--- config.mk ---
export PLATFORM = sky130hd
export DESIGN_NAME = data_mem_arbiter_flat
export DESIGN_NICKNAME = d
export VERILOG_FILES = /design/src/rtl/data_mem_arbiter_if.sv /design/src/rtl/data_mem_arbiter.sv /design/src/flat_wrapper.sv
export SDC_FILE = /design/constraint.sdc
export NUM_CORES = 1
export LEC_CHECK = 0
export CAP_MARGIN = 20
export CORE_MARGIN = 10
export CORE_UTILIZATION = 44
export CTS_BUF_LIST = sky130_fd_sc_hd__clkbuf_4
export DETAILED_ROUTE_END_ITERATION = 12
export PLACE_DENSITY = 0.91
export SLEW_MARGIN = 40
export SYNTH_ARGS = -nofsm -noshare
export SYNTH_HDL_FRONTEND = slang
export SYNTH_SLANG_ARGS = --single-unit
--- constraint.sdc ---
create_clock -name clk -period 3.4 [get_ports clk]
set_input_delay 0.51 -clock clk [delete_from_list [all_inputs] [get_ports clk]]
set_output_delay 0.51 -clock clk [all_outputs]
set_load 0.02 [all_outputs]
--- src/rtl/data_mem_arbiter_if.sv ---
// Bundles the two master request/response channels and the data-memory port.
// slave modport is the arbiter side; master modport is the requester/memory side.
// Optional per-master access counters exist only when MEM_ARB_STATS_EN is defined.
interface data_mem_arbiter_if #(
    parameter int ADDR_W = 32,
    parameter int DATA_W = 32
);
    logic              m0_req;
    logic              m0_we;
    logic              m0_lock;
    logic [ADDR_W-1:0] m0_addr;
    logic [DATA_W-1:0] m0_wdata;
    logic              m0_gnt;
    logic              m0_rvalid;
    logic [DATA_W-1:0] m0_rdata;

    logic              m1_req;
    logic              m1_we;
    logic              m1_lock;
    logic [ADDR_W-1:0] m1_addr;
    logic [DATA_W-1:0] m1_wdata;
    logic              m1_gnt;
    logic              m1_rvalid;
    logic [DATA_W-1:0] m1_rdata;

    logic              mem_we;
    logic [ADDR_W-1:0] mem_a;
    logic [DATA_W-1:0] mem_wd;
    logic [DATA_W-1:0] mem_rd;

`ifdef MEM_ARB_STATS_EN
    logic [15:0]       m0_count;
    logic [15:0]       m1_count;
`endif

    modport slave (
        input  m0_req, m0_we, m0_lock, m0_addr, m0_wdata,
        output m0_gnt, m0_rvalid, m0_rdata,
        input  m1_req, m1_we, m1_lock, m1_addr, m1_wdata,
        output m1_gnt, m1_rvalid, m1_rdata,
        output mem_we, mem_a, mem_wd,
        input  mem_rd
`ifdef MEM_ARB_STATS_EN
        , output m0_count, m1_count
`endif
    );

    modport master (
        output m0_req, m0_we, m0_lock, m0_addr, m0_wdata,
        input  m0_gnt, m0_rvalid, m0_rdata,
        output m1_req, m1_we, m1_lock, m1_addr, m1_wdata,
        input  m1_gnt, m1_rvalid, m1_rdata,
        input  mem_we, mem_a, mem_wd,
        output mem_rd
`ifdef MEM_ARB_STATS_EN
        , input m0_count, m1_count
`endif
    );
endinterface

--- src/rtl/data_mem_arbiter.sv ---
// Two-master round-robin arbiter/sequencer for a single-port data memory, with bounded burst lock.
// Latency: gnt one cycle after req is sampled in IDLE, rvalid one cycle after gnt; one access per 2 cycles.
// Backpressure: a losing master simply keeps req high; optional counters under MEM_ARB_STATS_EN.
module data_mem_arbiter #(
    parameter int ADDR_W    = 32,
    parameter int DATA_W    = 32,
    parameter int MAX_BURST = 4
) (
    input  logic                 clk,
    input  logic                 reset_n,
    data_mem_arbiter_if.slave    bus
);
    localparam int CNT_W = (MAX_BURST > 1) ? $clog2(MAX_BURST) : 1;
    localparam logic [CNT_W-1:0] BURST_MAX = CNT_W'(MAX_BURST - 1);

    typedef enum logic [1:0] {IDLE, ACCESS, RESP} state_t;

    state_t            state, state_nxt;
    logic              capture;
    logic              last_winner;
    logic [CNT_W-1:0]  burst_cnt;
    logic              win_id;
    logic [CNT_W-1:0]  cnt_nxt;
    logic [CNT_W-1:0]  cnt_inc;
    logic              last_lock;
    logic              any_req;

    logic              cap_id;
    logic              cap_we;
    logic [ADDR_W-1:0] cap_addr;
    logic [DATA_W-1:0] cap_wdata;
    logic [DATA_W-1:0] rdata0, rdata1;

    assign any_req   = bus.m0_req | bus.m1_req;
    assign last_lock = last_winner ? bus.m1_lock : bus.m0_lock;
    assign cnt_inc   = (burst_cnt == BURST_MAX) ? burst_cnt : burst_cnt + CNT_W'(1);

    // Winner selection: lock only matters under contention; otherwise alternate.
    always_comb begin
        win_id  = 1'b0;
        cnt_nxt = burst_cnt;
        if (bus.m0_req && bus.m1_req) begin
            if (last_lock && (burst_cnt < BURST_MAX)) begin
                win_id  = last_winner;
                cnt_nxt = burst_cnt + CNT_W'(1);
            end else begin
                win_id  = ~last_winner;
                cnt_nxt = '0;
            end
        end else if (bus.m1_req) begin
            win_id  = 1'b1;
            cnt_nxt = last_winner ? cnt_inc : '0;
        end else begin
            win_id  = 1'b0;
            cnt_nxt = last_winner ? '0 : cnt_inc;
        end
    end

    // Next state: capture in IDLE or RESP whenever anyone is requesting.
    always_comb begin
        state_nxt = state;
        capture   = 1'b0;
        case (state)
            IDLE: begin
                if (any_req) begin
                    capture   = 1'b1;
                    state_nxt = ACCESS;
                end
            end
            ACCESS: state_nxt = RESP;
            RESP: begin
                if (any_req) begin
                    capture   = 1'b1;
                    state_nxt = ACCESS;
                end else begin
                    state_nxt = IDLE;
                end
            end
            default: state_nxt = IDLE;
        endcase
    end

    // State register; reset discards any in-flight request.
    always_ff @(posedge clk or negedge reset_n) begin
        if (!reset_n) state <= IDLE;
        else          state <= state_nxt;
    end

    // Holding registers and arbitration history, loaded at each capture.
    always_ff @(posedge clk or negedge reset_n) begin
        if (!reset_n) begin
            last_winner <= 1'b1;
            burst_cnt   <= '0;
            cap_id      <= 1'b0;
            cap_we      <= 1'b0;
            cap_addr    <= '0;
            cap_wdata   <= '0;
        end else if (capture) begin
            last_winner <= win_id;
            burst_cnt   <= cnt_nxt;
            cap_id      <= win_id;
            cap_we      <= win_id ? bus.m1_we    : bus.m0_we;
            cap_addr    <= win_id ? bus.m1_addr  : bus.m0_addr;
            cap_wdata   <= win_id ? bus.m1_wdata : bus.m0_wdata;
        end
    end

    // Read data is latched at the end of ACCESS; writes leave it untouched.
    always_ff @(posedge clk or negedge reset_n) begin
        if (!reset_n) begin
            rdata0 <= '0;
            rdata1 <= '0;
        end else if (state == ACCESS && !cap_we) begin
            if (cap_id) rdata1 <= bus.mem_rd;
            else        rdata0 <= bus.mem_rd;
        end
    end

    assign bus.mem_we    = (state == ACCESS) && cap_we;
    assign bus.mem_a     = cap_addr;
    assign bus.mem_wd    = cap_wdata;
    assign bus.m0_gnt    = (state == ACCESS) && !cap_id;
    assign bus.m1_gnt    = (state == ACCESS) &&  cap_id;
    assign bus.m0_rvalid = (state == RESP)   && !cap_id;
    assign bus.m1_rvalid = (state == RESP)   &&  cap_id;
    assign bus.m0_rdata  = rdata0;
    assign bus.m1_rdata  = rdata1;

`ifdef MEM_ARB_STATS_EN
    logic [15:0] cnt0, cnt1;

    // Completed-access counters, saturating rather than wrapping.
    always_ff @(posedge clk or negedge reset_n) begin
        if (!reset_n) begin
            cnt0 <= '0;
            cnt1 <= '0;
        end else begin
            if (bus.m0_rvalid && cnt0 != 16'hFFFF) cnt0 <= cnt0 + 16'd1;
            if (bus.m1_rvalid && cnt1 != 16'hFFFF) cnt1 <= cnt1 + 16'd1;
        end
    end

    assign bus.m0_count = cnt0;
    assign bus.m1_count = cnt1;
`endif
endmodule

--- src/flat_wrapper.sv ---
// flat-port wrapper written by rule: the top's interface ports become plain ports
module data_mem_arbiter_flat 
#(
    parameter int ADDR_W    = 32,
    parameter int DATA_W    = 32,
    parameter int MAX_BURST = 4
)
  (clk, reset_n, bus_m0_req, bus_m0_we, bus_m0_lock, bus_m0_addr, bus_m0_wdata, bus_m0_gnt, bus_m0_rvalid, bus_m0_rdata, bus_m1_req, bus_m1_we, bus_m1_lock, bus_m1_addr, bus_m1_wdata, bus_m1_gnt, bus_m1_rvalid, bus_m1_rdata, bus_mem_we, bus_mem_a, bus_mem_wd, bus_mem_rd);
  data_mem_arbiter_if #(.ADDR_W(ADDR_W), .DATA_W(DATA_W)) bus_i ();
  input  logic clk;
  input  logic reset_n;
  input wire logic [$bits(bus_i.m0_req)-1:0] bus_m0_req;
  input wire logic [$bits(bus_i.m0_we)-1:0] bus_m0_we;
  input wire logic [$bits(bus_i.m0_lock)-1:0] bus_m0_lock;
  input wire logic [$bits(bus_i.m0_addr)-1:0] bus_m0_addr;
  input wire logic [$bits(bus_i.m0_wdata)-1:0] bus_m0_wdata;
  output wire logic [$bits(bus_i.m0_gnt)-1:0] bus_m0_gnt;
  output wire logic [$bits(bus_i.m0_rvalid)-1:0] bus_m0_rvalid;
  output wire logic [$bits(bus_i.m0_rdata)-1:0] bus_m0_rdata;
  input wire logic [$bits(bus_i.m1_req)-1:0] bus_m1_req;
  input wire logic [$bits(bus_i.m1_we)-1:0] bus_m1_we;
  input wire logic [$bits(bus_i.m1_lock)-1:0] bus_m1_lock;
  input wire logic [$bits(bus_i.m1_addr)-1:0] bus_m1_addr;
  input wire logic [$bits(bus_i.m1_wdata)-1:0] bus_m1_wdata;
  output wire logic [$bits(bus_i.m1_gnt)-1:0] bus_m1_gnt;
  output wire logic [$bits(bus_i.m1_rvalid)-1:0] bus_m1_rvalid;
  output wire logic [$bits(bus_i.m1_rdata)-1:0] bus_m1_rdata;
  output wire logic [$bits(bus_i.mem_we)-1:0] bus_mem_we;
  output wire logic [$bits(bus_i.mem_a)-1:0] bus_mem_a;
  output wire logic [$bits(bus_i.mem_wd)-1:0] bus_mem_wd;
  input wire logic [$bits(bus_i.mem_rd)-1:0] bus_mem_rd;
  assign bus_i.m0_req = bus_m0_req;
  assign bus_i.m0_we = bus_m0_we;
  assign bus_i.m0_lock = bus_m0_lock;
  assign bus_i.m0_addr = bus_m0_addr;
  assign bus_i.m0_wdata = bus_m0_wdata;
  assign bus_m0_gnt = bus_i.m0_gnt;
  assign bus_m0_rvalid = bus_i.m0_rvalid;
  assign bus_m0_rdata = bus_i.m0_rdata;
  assign bus_i.m1_req = bus_m1_req;
  assign bus_i.m1_we = bus_m1_we;
  assign bus_i.m1_lock = bus_m1_lock;
  assign bus_i.m1_addr = bus_m1_addr;
  assign bus_i.m1_wdata = bus_m1_wdata;
  assign bus_m1_gnt = bus_i.m1_gnt;
  assign bus_m1_rvalid = bus_i.m1_rvalid;
  assign bus_m1_rdata = bus_i.m1_rdata;
  assign bus_mem_we = bus_i.mem_we;
  assign bus_mem_a = bus_i.mem_a;
  assign bus_mem_wd = bus_i.mem_wd;
  assign bus_i.mem_rd = bus_mem_rd;
  data_mem_arbiter #(.ADDR_W(ADDR_W), .DATA_W(DATA_W), .MAX_BURST(MAX_BURST)) u_core (.clk(clk), .reset_n(reset_n), .bus(bus_i));
endmodule
## Word-level counts from Yosys, hierarchy flattened

Index checks and enable logic that the tools add are counted.

- Memory bits (writable): 0
- Word-level logic and storage cells: 50
- Input bits: 168
- Memories kept: 0
- Output and inout bits: 133
- Latch bits: 0
- Flip-flop bits (word level): 135
- ROM bits: 0

- Mux-type cells: 18
- Div/mod/pow operators: 0
- Bitwise operators: 3
- Order comparisons: 1
- Add/sub/neg operators: 1
- Shift operators: 0
- Equal/unequal tests: 4
- Multipliers: 0
- Reduce and logical (&&, ||, !) cells: 14

Operators by type and width:

| cell | count |
|---|---|
| 32-bit 2-to-1 mux | 2 |
| 2-bit 2-to-1 mux | 7 |
| 1-bit logical AND | 8 |
| 1-bit 2-to-1 mux | 8 |
| 2-bit one-hot mux with 3 select lines | 1 |
| 2-bit == test (second input constant) | 2 |
| 2-bit AND reduction | 2 |
| 2-bit by 1-bit adder with 2-bit output (second input constant) | 1 |
| 2-bit by 1-bit == test with 1-bit output (second input constant) | 1 |
| 1-bit logical NOT | 2 |
| 2-bit logical NOT | 1 |
| 2-bit less-than comparator (second input constant) | 1 |
| 2-bit by 1-bit != test with 1-bit output (second input constant) | 1 |
| 1-bit NOT | 2 |
| 2-bit OR reduction | 1 |
| 1-bit bitwise OR | 1 |

## Longest topological paths before layout

- Depth in word-level cells: 5
- Mapped depth: 7
- Gate-level depth less buffers: 5

## Worst setup path before layout

No wires, ideal clock.

- Path kind: register to register
- Start point: register u_core.burst_cnt[0]
- End point: register u_core.cap_wdata[10], in the netlist u_core.bus.mem_wd[10]
- Required time: 3.274 ns
- Setup slack: 1.744 ns
- Data arrival time: 1.530 ns
- Period minus slack after synthesis: 1.656 ns
- Library setup time: 0.126 ns
- Buffers on the path: 2
- Stages on the path, launching flop included: 8
- Cell sequence: dfrtp_1 > ha_1 > nand4bb_1 > o211ai_2 > buf_6 > buf_6 > mux2i_1 > a21oi_1

- Word-level cells in the longest chain between the ends: 5

RTL lines:

| item | line | RTL |
|---|---|---|
| start, declared | data_mem_arbiter.sv:21 | `logic [CNT_W-1:0] burst_cnt;` |
| start signal, assigned | data_mem_arbiter.sv:100 | `burst_cnt <= cnt_nxt;` |
| 2-bit less-than comparator | data_mem_arbiter.sv:43 | `if (last_lock && (burst_cnt < BURST_MAX)) begin` |
| 1-bit logical AND | data_mem_arbiter.sv:43 |  |
| 1-bit 2-to-1 mux | data_mem_arbiter.sv:43 |  |
| 1-bit 2-to-1 mux | data_mem_arbiter.sv:42 | `if (bus.m0_req && bus.m1_req) begin` |
| 32-bit 2-to-1 mux | data_mem_arbiter.sv:104 | `cap_wdata <= win_id ? bus.m1_wdata : bus.m0_wdata;` |
| end signal, assigned | data_mem_arbiter.sv:104 |  |
| end, declared | data_mem_arbiter.sv:31 | `logic [DATA_W-1:0] cap_wdata;` |

No other way between the ends.
A chain may end at the register's enable or synchronous reset.

## Worst setup path after layout

- Start point: register u_core.state[0]
- End point: output port bus_m1_gnt

- Word-level cells in the longest chain between the ends: 2

RTL lines:

| item | line | RTL |
|---|---|---|
| start, declared | data_mem_arbiter.sv:18 | `state_t state, state_nxt;` |
| start signal, assigned | data_mem_arbiter.sv:86 | `else state <= state_nxt;` |
| 2-bit by 1-bit == test with 1-bit output | data_mem_arbiter.sv:123 | `assign bus.m1_gnt = (state == ACCESS) && cap_id;` |
| 1-bit logical AND | data_mem_arbiter.sv:123 |  |
| end, declared | flat_wrapper.sv:25 | `output wire logic [$bits(bus_i.m1_gnt)-1:0] bus_m1_gnt;` |

No other way between the ends.

==> key figures <==
Power and ir drop
  – Net Sw Power: 2400 uW
  – Cell-internal power: 4290 uW
  – LEAKAGE: 0.00398 uW
  – Total power: 6690 uW
  – Sw Ratio: 35.8%
  – Power share of the combinational group: 44.8%
  – VDD IR max: 260 uV
  – Power density cells: 724 nW/um^2
  – Clock share of power: 17.7%
  – Seq pwr share: 37.5%

Synth
  – Unique masters post-synth: 32
  – Post-Synth XOR/XNOR Area: 0%
  – Post-Synth Adder-Cell Area: 0.651%
  – Avg Cell Area, Syn: 12.6 sq um
  – FFs w/ async S/R, synth: 100%
  – Yosys warns: 0
  – Number of flops mapped to enable cells by yosys: 0
  – Synth top area share: 58.2%
  – Post-synthesis mux area share: 24.0%
  – Synth Cell Area: 5760 sq um
  – Count leader, synth: dfrtp_1
  – Post-synthesis simple-gate area fraction: 6.67%
  – Top cells by area, synth: dfrtp_1 58%, mux2i_1 11%, mux2_2 7.4%
  – Predominant post-synthesis flop cell: dfrtp_1
  – Flops & latches, synth: 135
  – Number of cells produced by synthesis: 458
  – Largest area contributor in the netlist: dfrtp_1
  – Area fraction in compound gates after synthesis: 6.45%
  – Syn_nets: 629
  – Largest family of logic cells by synthesized area: multiplexers
  – Most frequent cells after synthesis: 134 x dfrtp_1, 68 x nor2_1, 66 x mux2i_1
  – Register area share after synthesis: 58.6%

STA
  – Minimum clock period: 2630 ps
  – Min setup slack post-route: 771 ps
  – Final Cycle Share: 77.3%
  – Setup_tns: 0 ps
  – Final setup viols: 0
  – Worst-Margin Slew: 731 ps
  – Unrepaired setup endpoints after global routing: false
  – Max_slew headroom: 51.3%
  – Max Freq: 380 MHz
  – Clock skew: 11.7 ps
  – Hold Vio Cnt, Final: 0
  – Worst hold slack: 501 ps
  – Pins Over Slew Limit: 0

Clocking
  – Clock Sinks: 135
  – H-Tree Level Count: 4
  – Clock buffer count from CTS: 17
  – Hold buffer count at CTS: 1
  – Clock Latency Late Sink: 550 ps
  – CTS Buffer Depth: 2
  – CTS tree: built
  – Root Driver: clkbuf_4
  – Setup bufs post-CTS: 0
  – Clock transition at path regs: 110 ps
  – Post-CTS Resized: 0

Place
  – IO Port Bufs: 300
  – Place WS: 700 ps
  – DP Wirelength: 15.6 mm
  – Placer Congestion: 0.797

Run
  – # Max-Cap Violations: 0

Die
  – Chip height: 134 microns
  – Die W: 134 microns
  – Die Area: 18100 sq um
  – IO Count: 301
  – Starting Density: 45.3%
  – Row count: 41
  – Core footprint: 12700 sq um

Finish
  – Synth-to-Final Area Change: 60.3%
  – Final net count: 928
  – Layout cells sized above 1: 11.0%
  – Util after Layout: 72.6%
  – Filler Cells Inserted: 877

Route
  – Vias: 4712
  – Avg WL per Cell: 20.8 microns
  – DRT iter0 DRCs: 240
  – Antenna viol nets, final: 0
  – # DRC: 0
  – Total iterations of the first detailed-routing run: 4
  – Routed WL: 19.6 mm
  – Via density: 5.00

Setup path
  – CP endpoint kind: output pin
  – Critical path class: flip-flop to output pin
  – WP data arrival: 2120 ps
  – Crit-path max FO: 8
  – Worst setup SP type: flip-flop
  – Required @ worst endpoint: 2890 ps

GRT
  – Largest net degree at the start of global routing: 78
  – Initial antenna violation count: 1
  – GR Util All Layers: 21.4%
  – Congestion Overflow GR: 0
  – Wire length of the first global-routing pass: 29.9 mm
  – Number of global-route vias before repair: 5122

Hold path
  – Hold Crit Class: flip-flop to flip-flop

Outcome
  – Outcome: complete, no violations
[worst paths after layout]
path / from / to / slack, ps / cells past startpoint
hold / removal: u_core.bus.m1_rdata[18] / u_core.bus.m1_rdata[18] / 500 / 1
min in group asynchronous: reset_n / u_core.bus.mem_a[3] / 560 / 2
setup reg to reg: u_core.burst_cnt[0] / u_core.bus.mem_wd[31] / 1180 / 6
hold reg to reg: u_core.bus.m1_rdata[18] / u_core.bus.m1_rdata[18] / 500 / 1
max in group asynchronous: reset_n / u_core.bus.mem_a[26] / 2060 / 3
setup / recovery: u_core.state[0] / bus_m1_gnt / 770 / 4
[cells in the final DEF (no fill, tap or decap), types with 4 or more instances in the layout]
cell	n
clkdlybuf4s50_1	299
nor2_1	68
a21oi_1	65
bufinv_16	4
mux2_2	38
nand2_1	6
dfrtp_1	134
clkbuf_4	19
mux2i_1	66
mux2_1	26
[final cells by class]
type                    instances  area [sq um]  share of cell area (%)
well taps                     172           215                    2.33
repair buffers                308          3110                    33.7
clock buffers                  19           143                    1.54
inverters                       4          16.3                   0.176
clock inverters                13           179                    1.94
diodes                          1          2.50                  0.0271
flip-flops and latches        135          3380                    36.6
multi-input cells             291          2190                    23.7
[power by group through the flow]
| stage | registers [uW] | clock network, uW | logic (uW) |
|---|---|---|---|
| 3_5_place_dp | 2540 | 0 | 3030 |
| 2_1_floorplan | 3160 | 0 | 719 |
| 5_1_grt | 2570 | 1290 | 3170 |
| 6_report | 2510 | 1190 | 3000 |
| 4_1_cts | 2510 | 1210 | 3040 |
| 3_3_place_gp | 2480 | 0 | 2940 |
[layer usage]
layer	share of wire (%)	up-vias	global-route usage (%)
met1	37	2244	22.4
met2	50	240	36.8
met4	2.4	0	7.50
met3	11	29	10.2
met5	0	-	0
li1	-	2199	-
[cells by family (layout without fill, tap and decap cells)]
logic type      Yosys count  in the layout
mux                     130            130
simple gates             87             87
compound gates           71             71
other cells               0              1
flops                   135            135
fa+ha+maj                 3              3
buf+inv                  32            344
[through the flow]
stage	instances	cell area, sq um
2_1_floorplan	458	5760
3_3_place_gp	908	8890
3_5_place_dp	909	8900
4_1_cts	942	9230
5_1_grt	943	9240
6_report	943	9240
[critical path, cell delays in order, from the launching register on]
cell             delay [ps]
dfrtp_1                 550
nand2b_2                150
inv_2                    90
and2_4                  140
clkdlybuf4s50_1         650
[state kept, by name, indices dropped and copies added (netlist names)]
signal,count
u_core.bus.mem_wd,32
u_core.cap_id,1
u_core.cap_we,1
u_core.state,2
u_core.burst_cnt,2
u_core.bus.mem_a,32
u_core.last_winner,1
u_core.bus.m1_rdata,32
u_core.bus.m0_rdata,32
Note: power is estimated with default switching activity, not from simulation.
